===== config.mk =====
export PLATFORM = sky130hd
export DESIGN_NAME = state_wr_arbiter
export DESIGN_NICKNAME = d
export VERILOG_FILES = /design/src/rtl/state_wr_arbiter.sv
export SDC_FILE = /design/constraint.sdc
export NUM_CORES = 1
export LEC_CHECK = 0
export CELL_PAD_IN_SITES_DETAIL_PLACEMENT = 1
export CELL_PAD_IN_SITES_GLOBAL_PLACEMENT = 2
export CORE_ASPECT_RATIO = 0.9
export CORE_MARGIN = 2
export CORE_UTILIZATION = 32
export DETAILED_ROUTE_END_ITERATION = 16
export PLACE_DENSITY = 0.76
export SETUP_SLACK_MARGIN = 0.05
export SKIP_LAST_GASP = 1
export SLEW_MARGIN = 20
export SYNTH_ARGS = -nofsm -noshare
export SYNTH_HDL_FRONTEND = slang
export SYNTH_SLANG_ARGS = --single-unit

===== constraint.sdc =====
create_clock -name clk -period 2.91 [get_ports clk]
set_input_delay 0.582 -clock clk [delete_from_list [all_inputs] [get_ports clk]]
set_output_delay 0.582 -clock clk [all_outputs]
set_load 0.02 [all_outputs]

===== src/rtl/state_wr_arbiter.sv =====
// Shares the regfile_state random-write port between a FIFO-buffered host loader and
// accelerator_fsm writeback; optional per-source write counters under STATE_ARB_STATS_EN.
module state_wr_arbiter #(
   parameter int unsigned ADDR_W     = 12,
   parameter int unsigned DATA_W     = 18,
`ifdef STATE_ARB_STATS_EN
   parameter int unsigned CNT_W      = 16,
`endif
   parameter int unsigned FIFO_DEPTH = 4
) (
   input  logic                         clk,
   input  logic                         rst_n,
   input  logic                         start_req_i,
   input  logic                         done_i,
   input  logic                         host_valid_i,
   output logic                         host_ready_o,
   input  logic [ADDR_W-1:0]            host_addr_i,
   input  logic [DATA_W-1:0]            host_data_i,
   input  logic                         fsm_we_i,
   input  logic [ADDR_W-1:0]            fsm_addr_i,
   input  logic [DATA_W-1:0]            fsm_data_i,
   output logic                         ran_we_o,
   output logic [ADDR_W-1:0]            ran_w_addr_o,
   output logic [DATA_W-1:0]            ran_w_data_o,
   output logic                         acc_start_o,
   output logic                         busy_o,
   output logic                         err_o,
`ifdef STATE_ARB_STATS_EN
   output logic [CNT_W-1:0]             host_wr_cnt_o,
   output logic [CNT_W-1:0]             fsm_wr_cnt_o,
`endif
   output logic [$clog2(FIFO_DEPTH):0]  fifo_cnt_o
);

   localparam int unsigned PTR_W = $clog2(FIFO_DEPTH);
   localparam int unsigned OCC_W = PTR_W + 1;

   typedef enum logic [1:0] {StIdle, StDrain, StRun} state_e;

   state_e            state_q;
   logic              acc_start_q, busy_q, err_q;
   logic              ran_we_q;
   logic [ADDR_W-1:0] ran_addr_q;
   logic [DATA_W-1:0] ran_data_q;

   logic [ADDR_W-1:0] addr_mem [FIFO_DEPTH];
   logic [DATA_W-1:0] data_mem [FIFO_DEPTH];
   logic [PTR_W-1:0]  wr_ptr_q, rd_ptr_q;
   logic [OCC_W-1:0]  cnt_q;

   logic push, pop, fsm_fwd;

   assign host_ready_o = (state_q == StIdle) && (cnt_q < OCC_W'(FIFO_DEPTH));
   assign push         = host_valid_i && host_ready_o;
   // Writeback owns the port: any fsm strobe blocks the pop, even a dropped one.
   assign pop          = (cnt_q != '0) && (state_q != StRun) && !fsm_we_i;
   assign fsm_fwd      = fsm_we_i && (state_q == StRun);

   always_ff @(posedge clk) begin
      if (push) begin
         addr_mem[wr_ptr_q] <= host_addr_i;
         data_mem[wr_ptr_q] <= host_data_i;
      end
   end

   always_ff @(posedge clk or negedge rst_n) begin
      if (!rst_n) begin
         state_q     <= StIdle;
         acc_start_q <= 1'b0;
         busy_q      <= 1'b0;
         err_q       <= 1'b0;
         ran_we_q    <= 1'b0;
         ran_addr_q  <= '0;
         ran_data_q  <= '0;
         wr_ptr_q    <= '0;
         rd_ptr_q    <= '0;
         cnt_q       <= '0;
      end else begin
         if (push) wr_ptr_q <= wr_ptr_q + PTR_W'(1);
         if (pop)  rd_ptr_q <= rd_ptr_q + PTR_W'(1);
         if (push && !pop) begin
            cnt_q <= cnt_q + OCC_W'(1);
         end else if (pop && !push) begin
            cnt_q <= cnt_q - OCC_W'(1);
         end

         ran_we_q <= pop || fsm_fwd;
         if (fsm_fwd) begin
            ran_addr_q <= fsm_addr_i;
            ran_data_q <= fsm_data_i;
         end else if (pop) begin
            ran_addr_q <= addr_mem[rd_ptr_q];
            ran_data_q <= data_mem[rd_ptr_q];
         end

         if (fsm_we_i && (state_q != StRun)) err_q <= 1'b1;

         unique case (state_q)
            StIdle: begin
               if (start_req_i) begin
                  state_q <= StDrain;
                  busy_q  <= 1'b1;
               end
            end
            StDrain: begin
               if (!start_req_i) begin
                  state_q <= StIdle;
                  busy_q  <= 1'b0;
               end else if (cnt_q == '0) begin
                  // The last host write was popped earlier, so it leaves before any writeback.
                  state_q     <= StRun;
                  acc_start_q <= 1'b1;
               end
            end
            StRun: begin
               if (done_i || !start_req_i) begin
                  state_q     <= StIdle;
                  busy_q      <= 1'b0;
                  acc_start_q <= 1'b0;
               end
            end
            default: begin
               state_q     <= StIdle;
               busy_q      <= 1'b0;
               acc_start_q <= 1'b0;
            end
         endcase
      end
   end

`ifdef STATE_ARB_STATS_EN
   logic [CNT_W-1:0] host_wr_cnt_q, fsm_wr_cnt_q;

   always_ff @(posedge clk or negedge rst_n) begin
      if (!rst_n) begin
         host_wr_cnt_q <= '0;
         fsm_wr_cnt_q  <= '0;
      end else begin
         if (pop && (host_wr_cnt_q != '1))    host_wr_cnt_q <= host_wr_cnt_q + CNT_W'(1);
         if (fsm_fwd && (fsm_wr_cnt_q != '1)) fsm_wr_cnt_q  <= fsm_wr_cnt_q + CNT_W'(1);
      end
   end

   assign host_wr_cnt_o = host_wr_cnt_q;
   assign fsm_wr_cnt_o  = fsm_wr_cnt_q;
`endif

   assign ran_we_o     = ran_we_q;
   assign ran_w_addr_o = ran_addr_q;
   assign ran_w_data_o = ran_data_q;
   assign acc_start_o  = acc_start_q;
   assign busy_o       = busy_q;
   assign err_o        = err_q;
   assign fifo_cnt_o   = cnt_q;

endmodule


[After elaboration in Yosys (flattened, before gate mapping)]
Memory sizes are Yosys's and may differ from the RTL's.
Cells that the tools add are included.
W data, S select, Z words.
Operators by class
  add/sub/neg operators: 4
  magnitude comparators: 1
  eq/ne operators: 9
  muxes and demuxes: 20
  bitwise gates (word level): 1
  reductions and logical operators: 22
Operator list (number)
  $mux W18: 2
  $mux W12: 2
  $ne A2 B2 Y1 const B: 5
  $logic_and A1 B1 Y1: 8
  $mux W2: 4
  $mux W1: 7
  $mux W3: 2
  $pmux W1 S3: 2
  $pmux W2 S3: 1
  $reduce_and A3 Y1: 2
  $add A2 B1 Y2 const B: 2
  $logic_not A1 Y1: 4
  $reduce_and A4 Y1: 1
  $reduce_bool A2 Y1: 2
  $add A3 B1 Y3 const B: 1
  $logic_not A3 Y1: 1
  $lt A3 B3 Y1 const B: 1
  $ne A3 B3 Y1 const B: 1
  $reduce_bool A3 Y1: 1
  $sub A3 B1 Y3 const B: 1
  $eq A2 B1 Y1 const B: 1
  $eq A2 B2 Y1 const B: 1
  $logic_not A2 Y1: 1
  $logic_or A1 B1 Y1: 2
  2 further kinds: 2
Storage, ports and cells
  register bits after elaboration: 43
  memory bits (writable): 120
  input bits: 66
  output and inout bits: 38
  logic and storage cells: 69
  memories: 2
Memories
  data_mem: words 4, width 18, read ports 1, clocked after memory_dff 0, write ports 1, RTL line 47  | logic [DATA_W-1:0] data_mem [FIFO_DEPTH];
  addr_mem: words 4, width 12, read ports 1, clocked after memory_dff 0, write ports 1, RTL line 46  | logic [ADDR_W-1:0] addr_mem [FIFO_DEPTH];

[Longest topological paths before layout]
Gate-level depths: netlist of run 1.
  depth after elaboration: 7
  gate-level depth with buffers: 12
  mapped depth without buffers: 9

[Worst setup path before layout of run 1]
No wires, ideal clock.
  kind: reg-to-reg
  start: register state_q[1]
  end: register cnt_q[2], in the netlist fifo_cnt_o[2]
  setup time: 0.080 ns
  arrival time: 2.485 ns
  required time: 2.830 ns
  setup slack: 0.345 ns
  cell stages (with the launch flop): 10
  path buffers: 1
  clock period less this slack: 2.565 ns
  cell sequence: dfrtp_1 -> buf_2 -> nor3_1 -> and2_1 -> ha_1 -> inv_1 -> fa_1 -> xor2_1 -> nor2_1 -> xor2_1
Between the ends
  longest elaborated chain between the ends: 6
  elaborated cells on any way between the ends: 12
  those cells by class: eq/ne (1); mux (1); reduce/logical (10)
Ends and longest elaborated chain
  from (decl): RTL line 40  | state_e state_q;
  from (signal assigned): RTL line 68  | state_q <= StIdle;
  from (signal assigned): RTL line 101  | state_q <= StDrain;
  from (signal assigned): RTL line 107  | state_q <= StIdle;
  $logic_not A2 Y1 *: RTL line 53  | assign host_ready_o = (state_q == StIdle) && (cnt_q < OCC_W'(FIFO_DEPTH));
  $logic_and A1 B1 Y1 *: RTL line 53
  named net host_ready_o: RTL line 16  | output logic host_ready_o,
  $logic_and A1 B1 Y1 *: RTL line 54  | assign push = host_valid_i && host_ready_o;
  named net push: RTL line 51  | logic push, pop, fsm_fwd;
  $logic_not A1 Y1: RTL line 83  | end else if (pop && !push) begin
  $logic_and A1 B1 Y1: RTL line 83
  $reduce_bool A2 Y1 (no line)
  to (signal assigned): RTL line 82  | cnt_q <= cnt_q + OCC_W'(1);
  to (signal assigned): RTL line 84  | cnt_q <= cnt_q - OCC_W'(1);
  to (decl): RTL line 49  | logic [OCC_W-1:0] cnt_q;
The timed path passes the listed nets; every way through them passes the cells marked *.
A chain may end at the register's enable or synchronous reset.

[Worst setup path in the final report of run 1]
  start: register state_q[1]
  end: output host_ready_o
Between the ends
  longest elaborated chain between the ends: 2
Ends and longest elaborated chain (RTL line)
  $logic_not A2 Y1: 53
  $logic_and A1 B1 Y1: 53
  to (decl): 16
No other way between the ends.

==> impl_metrics.tcl, run 1 <==
set metrics [dict create \
    tritoncts "done" \
    numClockSinks 163 \
    syn_area_sq_um 6640 \
    antenna_found_initial 2 \
    layout_cells_sized_above_1_pct 22.8 \
    worst_setup_path_end_kind "output pin" \
    initial_utilization_pct 32.9 \
    portion_of_the_clock_cycle_consumed_by_the_worst_path_in_the_final_layout_pct 90.3 \
    yosysWarnings 0 \
    cts_stage_hold_buffer_count 0 \
    slew_viol_final 0 \
    endpoint_of_the_worst_register_to_register_path "fifo_cnt_o[2]$_DFFE_PN0P_" \
    run_status "finished, final reports clean" \
    die_width_um 156 \
    dp.cells 732 \
    route.vias.total 3854 \
    synth_largest_type_area_fraction_pct 54.3 \
    postSynthAreaPerCell_sq_um 17.1 \
    grt_max_degree 33 \
    post_synth_num_cell_types 36 \
    drtPass1Iterations 4 \
    r2r_slack_ns 0.51 \
    stdcell_count 764 \
    synth_top_family_by_area "multiplexers" \
    final-hold-violation-count 0 \
    wire_length_of_the_first_global_routing_pass_um 25900 \
    place_ws_ns 0.257 \
    comb_power_share_pct 31.4 \
    worst_hold_path_type "primary input to async pin" \
    clock_power_share_pct 28.3 \
    synth_top_area_cell "sky130_fd_sc_hd__edfxtp_1" \
    internal_power_mw 5.65 \
    floorplan.rows 49 \
    cts_htree_levels 4 \
    synth-compound-area-share_pct 6.24 \
    post_synth_fa_ha_maj_area_fraction_pct 1.24 \
    mostFrequentLayoutCells "sky130_fd_sc_hd__edfxtp_1, sky130_fd_sc_hd__clkdlybuf4s50_1, sky130_fd_sc_hd__nand2_1" \
    pwr_density_cell_nw_per_um2 953 \
    post_synth_and_or_nand_nor_area_fraction_pct 8.17 \
    post_drt_wl_per_cell_um 21.8 \
    reported_net_switching_power_mw 2.56 \
    postSynthNetCount 461 \
    placed_cell_areas_sq_um 8000 \
    filler_cell_count 1957 \
    cp_cell_sequence "nor3_2, clkdlybuf4s50_1" \
    maximum_operating_frequency_mhz 380 \
    critical_path.max_fanout 8 \
    leakagePower_nw 3.06 \
    cts_buffer_depth 2 \
    hpwlAfterDp_um 10300 \
    count_of_nets_after_finishing 568 \
    timing.slew.headroom_pct 42.1 \
    first_global_vias 4280 \
    netSwitchingFraction_pct 31.2 \
    yosys-mux-area-fraction_pct 10.5 \
    irDropWorstVdd_mv 0.392 \
    final_area_sq_um 8610 \
    replace_congestion 0.701 \
    postRouteWirelength_um 16700 \
    floorplan.io_pins 104 \
    viasPerCell 5.04 \
    synthesis.instances 389 \
    hold-worst-slack_ns 0.192 \
    path_clk_slew_ns 0.07 \
    worst_ep_required_time_ns 2.33 \
    placeableCoreArea_sq_um 20200 \
    worst-endpoint-arrival_ns 2.05 \
    final.setup.worst_slack_ns 0.282 \
    min_period_ns 2.63 \
    cts-root-buf "sky130_fd_sc_hd__clkbuf_16" \
    synth-seq-cells 163 \
    fin_worst_skew_ns 0.00796 \
    timing.setup.tns_ns 0 \
    timing.critical_path.slowest_stage_cell "sky130_fd_sc_hd__clkdlybuf4s50_1" \
    synth-xor-area-share_pct 0.792 \
    drt_drc_violations_left 0 \
    flow.area_growth_from_synthesis_pct 29.8 \
    r2r_cells 8 \
    path_class "flop to output pin" \
    utilization_pct 42.7 \
    insertedDiodeCount 0 \
    critical_path.reg2reg.startpoint "state_q[1]$_DFFE_PN0P_" \
    synth_sequential_area_ratio_pct 70.5 \
    portBuffers 103 \
    max_cap_violations 0 \
    yosys-top-cells-area "sky130_fd_sc_hd__edfxtp_1, sky130_fd_sc_hd__dfrtp_1, sky130_fd_sc_hd__mux4_2" \
    antenna_violating_nets_left 0 \
    final_common_cell "sky130_fd_sc_hd__edfxtp_1" \
    post-layout-total-power_mw 8.21 \
    grt_setup_unrepaired "false" \
    die_h_um 141 \
    design.die.area_sq_um 21900 \
    worst_path_largest_cell_delay_ns 0.70 \
    timing_worst_slew_pin_value_ns 0.868 \
    grt_usage_pct 16.1 \
    setup_violations 0 \
    grt.overflow.total 0 \
    sequential_share_of_power_pct 40.3 \
    drt_first_iter_violations 289 \
    number_of_buffers_created_by_cts 17 \
    clock_latency_ns 0.42 \
    critical_path.startpoint_type "flop" \
]
-- routing by layer --
layer	part of all wire, %	vias to the layer above	GRT usage (%)
met1	45	2012	21.2
met4	0.93	2	3.86
li1	-	1732	-
met5	0.072	-	0
met3	5.5	13	5.16
met2	48	95	26.2
-- Yosys cell counts, drive strengths merged --
| cell type | n |
|---|---|
| and3b | 1 |
| nand3b | 1 |
| mux4 | 30 |
| or3 | 1 |
| nor3 | 1 |
| o21a | 1 |
| nand4 | 31 |
| mux2i | 1 |
| nor2 | 3 |
| a21o | 1 |
| edfxtp | 120 |
| inv | 5 |
| nand2 | 62 |
| fa | 1 |
| o21ai | 2 |
| and2 | 1 |
| o32ai | 1 |
| a21oi | 1 |
| and3 | 5 |
| clkbuf | 14 |
| nor2b | 1 |
| buf | 15 |
| dfrtp | 43 |
| xnor2 | 4 |
| ha | 5 |
| nand3 | 2 |
| o211ai | 30 |
| mux2 | 1 |
| xor2 | 2 |
| nor4b | 1 |
| nand2b | 1 |
| nor3b | 1 |
-- cells by family after synthesis --
group | after synthesis
flip-flops | 163
adder cells (fa/ha/maj) | 6
AO/OA/AOI/OAI | 36
XOR/XNOR | 6
AND/OR/NAND/NOR | 112
multiplexers | 32
buffers and inverters | 34
-- sequential cells by signal (all words and copies together), names as in the netlist --
register	count
wr_ptr_q	2
addr_mem	48
rd_ptr_q	2
state_q	2
acc_start_o	1
ran_w_addr_o	12
data_mem	72
busy_o	1
err_o	1
fifo_cnt_o	3
ran_we_o	1
ran_w_data_o	18
-- power groups by stage --
stage	sequential, mW	combinational, mW	clock [mW]
floorplan	3.46	1.44	0
global placement	3.33	2.53	0
detailed placement	3.36	2.61	0
CTS	3.32	2.63	2.37
global route	3.38	2.80	2.47
finish	3.31	2.58	2.32
-- how the worst max path moves through the flow --
stage	from	to	cells after the start
floorplan	state_q[1]$_DFFE_PN0P_	fifo_cnt_o[2]$_DFFE_PN0P_	9
global placement	fsm_we_i	fifo_cnt_o[2]$_DFFE_PN0P_	10
detailed placement	fsm_we_i	fifo_cnt_o[2]$_DFFE_PN0P_	10
CTS	state_q[1]$_DFFE_PN0P_	host_ready_o	2
global route	state_q[1]$_DFFE_PN0P_	host_ready_o	2
finish	state_q[1]$_DFFE_PN0P_	host_ready_o	2
-- repair_timing --
item | in CTS | in global routing
setup buffers | 0 | 0
gates resized for setup | 1 | 0
endpoints found under the setup margin | 1 | 0
-- worst max-delay path, delay by kind of cell (launching register included) --
family / cells / cell delay [ns]
and+or+nand+nor: 1 / 0.45
DFF: 1 / 0.48
buffers and inverters: 1 / 0.70
-- final cells by class --
cell class / count / area, sq um / share of cell area (%)
inverters: 5 / 18.8 / 0.218
clock buffers: 20 / 457 / 5.30
repair buffers: 117 / 1180 / 13.7
flip-flops and latches: 163 / 4680 / 54.4
multi-input cells: 192 / 1800 / 20.9
clock inverters: 12 / 154 / 1.79
well taps: 255 / 319 / 3.70
Power figures use the tool's default switching activity.
==> inputs of run 2 (changes only) <==
--- a/config.mk
+++ b/config.mk
@@ -6,13 +6,14 @@
 export NUM_CORES = 1
 export LEC_CHECK = 0
 export CELL_PAD_IN_SITES_DETAIL_PLACEMENT = 1
-export CELL_PAD_IN_SITES_GLOBAL_PLACEMENT = 2
+export CELL_PAD_IN_SITES_GLOBAL_PLACEMENT = 1
 export CORE_ASPECT_RATIO = 0.9
 export CORE_MARGIN = 2
 export CORE_UTILIZATION = 32
 export DETAILED_ROUTE_END_ITERATION = 16
-export PLACE_DENSITY = 0.76
-export SETUP_SLACK_MARGIN = 0.05
+export GPL_TIMING_DRIVEN = 0
+export PLACE_DENSITY = 0.69
+export SETUP_SLACK_MARGIN = 0.4
 export SKIP_LAST_GASP = 1
 export SLEW_MARGIN = 20
 export SYNTH_ARGS = -nofsm -noshare
==> impl_metrics.tcl, run 2 (synthesized netlist as in run 1, its figures left out) <==
set metrics [dict create \
    run_status "finished, final reports clean" \
    clock_latency_ns 0.42 \
    endpoint_of_the_worst_register_to_register_path "fifo_cnt_o[2]$_DFFE_PN0P_" \
    maximum_operating_frequency_mhz 413 \
    die_h_um 141 \
    utilization_pct 43.5 \
    clock_power_share_pct 27.7 \
    flow.area_growth_from_synthesis_pct 32.2 \
    timing_worst_slew_pin_value_ns 0.695 \
    drtPass1Iterations 4 \
    tritoncts "done" \
    insertedDiodeCount 0 \
    endpoint "fifo_cnt_o[2]$_DFFE_PN0P_" \
    netSwitchingFraction_pct 31.3 \
    reported_net_switching_power_mw 2.60 \
    critical_path.startpoint_type "flop" \
    internal_power_mw 5.71 \
    final_common_cell "sky130_fd_sc_hd__edfxtp_1" \
    register_with_the_most_flip_flops "data_mem" \
    portBuffers 103 \
    cts_stage_hold_buffer_count 0 \
    count_of_nets_after_finishing 591 \
    r2r_slack_ns 0.49 \
    viasPerCell 5.08 \
    comb_power_share_pct 34.3 \
    timing.critical_path.from "fifo_cnt_o[0]$_DFFE_PN0P_" \
    postRouteWirelength_um 16700 \
    antenna_violating_nets_left 0 \
    final-hold-violation-count 0 \
    fin_worst_skew_ns 0.00582 \
    hpwlAfterDp_um 11400 \
    path_class "flop to flop" \
    max_cap_violations 0 \
    drt_drc_violations_left 0 \
    wire_length_of_the_first_global_routing_pass_um 25800 \
    slew_viol_final 0 \
    first_global_vias 4445 \
    place_ws_ns 0.0687 \
    timing.slew.headroom_pct 53.7 \
    pwr_density_cell_nw_per_um2 948 \
    critical_path.reg2reg.startpoint "fifo_cnt_o[0]$_DFFE_PN0P_" \
    grt_usage_pct 16.0 \
    replace_congestion 0.708 \
    worst_setup_path_end_kind "flop" \
    sequential_share_of_power_pct 38.0 \
    cts-root-buf "sky130_fd_sc_hd__clkbuf_16" \
    dp.cells 752 \
    placeableCoreArea_sq_um 20200 \
    floorplan.io_pins 104 \
    irDropWorstVdd_mv 0.399 \
    initial_utilization_pct 32.9 \
    largest_register_ffs 72 \
    numClockSinks 163 \
    path_clk_slew_ns 0.06 \
    worst_ep_required_time_ns 3.25 \
    final.setup.worst_slack_ns 0.488 \
    cts_htree_levels 4 \
    portion_of_the_clock_cycle_consumed_by_the_worst_path_in_the_final_layout_pct 83.2 \
    antenna_found_initial 1 \
    mostFrequentLayoutCells "sky130_fd_sc_hd__edfxtp_1, sky130_fd_sc_hd__clkdlybuf4s50_1, sky130_fd_sc_hd__nand2_1" \
    drt_first_iter_violations 218 \
    layout_cells_sized_above_1_pct 22.6 \
    r2r_cells 11 \
    cts_buffer_depth 2 \
    critical_path.max_fanout 5 \
    leakagePower_nw 3.12 \
    post_drt_wl_per_cell_um 21.2 \
    worst_hold_path_type "primary input to async pin" \
    floorplan.rows 49 \
    stdcell_count 787 \
    design.die.area_sq_um 21900 \
    worst-endpoint-arrival_ns 2.76 \
    die_width_um 156 \
    grt_max_degree 30 \
    grt_setup_unrepaired "false" \
    min_period_ns 2.42 \
    setup_violations 0 \
    number_of_buffers_created_by_cts 17 \
    route.vias.total 3995 \
    grt.overflow.total 0 \
]
## run 2: cell types whose count changed in the layout (fill, tap and decap cells not counted), sizes merged
cell           before  now
clkinv              4    7
clkbuf             20   33
dlygate4sd2         0    1
clkdlybuf4s50     102  101
clkinvlp            3    1
inv                 7    6
buf                15   25
## run 2: layout make-up
type                    count  area (sq um)
fillers                  1957         11400
flip-flops and latches    163          4680
multi-input cells         192          1820
repair buffers            111          1180
clock buffers              20           447
well taps                 255           319
clock inverters            12           155
plain buffers              29           151
inverters                   5          21.3
## run 2: timing repair
item,4_1_cts,5_1_grt
gates cloned,0,0
setup buffers,2,1
gates resized for setup,7,4
pin swaps,0,1
setup endpoints to repair,3,2
hold endpoints to repair,0,0
## run 2: layer usage
metal / share of wire [%] / up-vias / global-route usage (%)
met5: 0.066 / - / 0
met4: 1.2 / 2 / 4.44
met3: 6.2 / 18 / 5.07
met2: 50 / 118 / 27.0
met1: 42 / 2083 / 20.1
li1: - / 1774 / -
## run 2: how the worst min path moves through the flow
| stage | from | slack (ns) | depth (start not counted) | end |
|---|---|---|---|---|
| after floorplan | rst_n | 0.29 | 0 | acc_start_o$_DFFE_PN0P_ |
| after global placement | err_o$_DFFE_PN0P_ | 0.46 | 1 | err_o$_DFFE_PN0P_ |
| after detailed placement | err_o$_DFFE_PN0P_ | 0.46 | 1 | err_o$_DFFE_PN0P_ |
| after CTS | rst_n | 0.09 | 1 | ran_w_data_o[9]$_DFFE_PN0P_ |
| after global routing | rst_n | 0.1 | 1 | ran_w_data_o[9]$_DFFE_PN0P_ |
| final | rst_n | 0.09 | 1 | busy_o$_DFFE_PN0P_ |
## run 2: worst max-delay path: stages (launching register included)
cell and delay, ns:
sky130_fd_sc_hd__dfrtp_2 0.41, sky130_fd_sc_hd__or3_4 0.38, sky130_fd_sc_hd__buf_4 0.16, sky130_fd_sc_hd__and3_1 0.17, sky130_fd_sc_hd__buf_6 0.13, sky130_fd_sc_hd__inv_4 0.07
sky130_fd_sc_hd__ha_4 0.13, sky130_fd_sc_hd__inv_1 0.05, sky130_fd_sc_hd__fa_1 0.37, sky130_fd_sc_hd__xor2_1 0.17, sky130_fd_sc_hd__nor2_1 0.13, sky130_fd_sc_hd__xor2_1 0.15
## run 2: metrics by stage
stage               hold WS, ns  TNS (ns)  power [mW]  area [sq um]
CTS                      0.0867         0        8.37          8740
floorplan                 0.286         0        4.90          6640
global placement          0.463     -9.33        5.90          7990
global route             0.0977         0        8.71          8770
finish                   0.0931         0        8.31          8770
detailed placement        0.456         0        6.03          8120
## run 2: power by group through the flow
stage	registers, mW	logic [mW]	clock network (mW)
finish	3.16	2.85	2.30
floorplan	3.46	1.44	0
global placement	3.20	2.69	0
detailed placement	3.23	2.81	0
CTS	3.16	2.87	2.33
global route	3.21	3.09	2.41
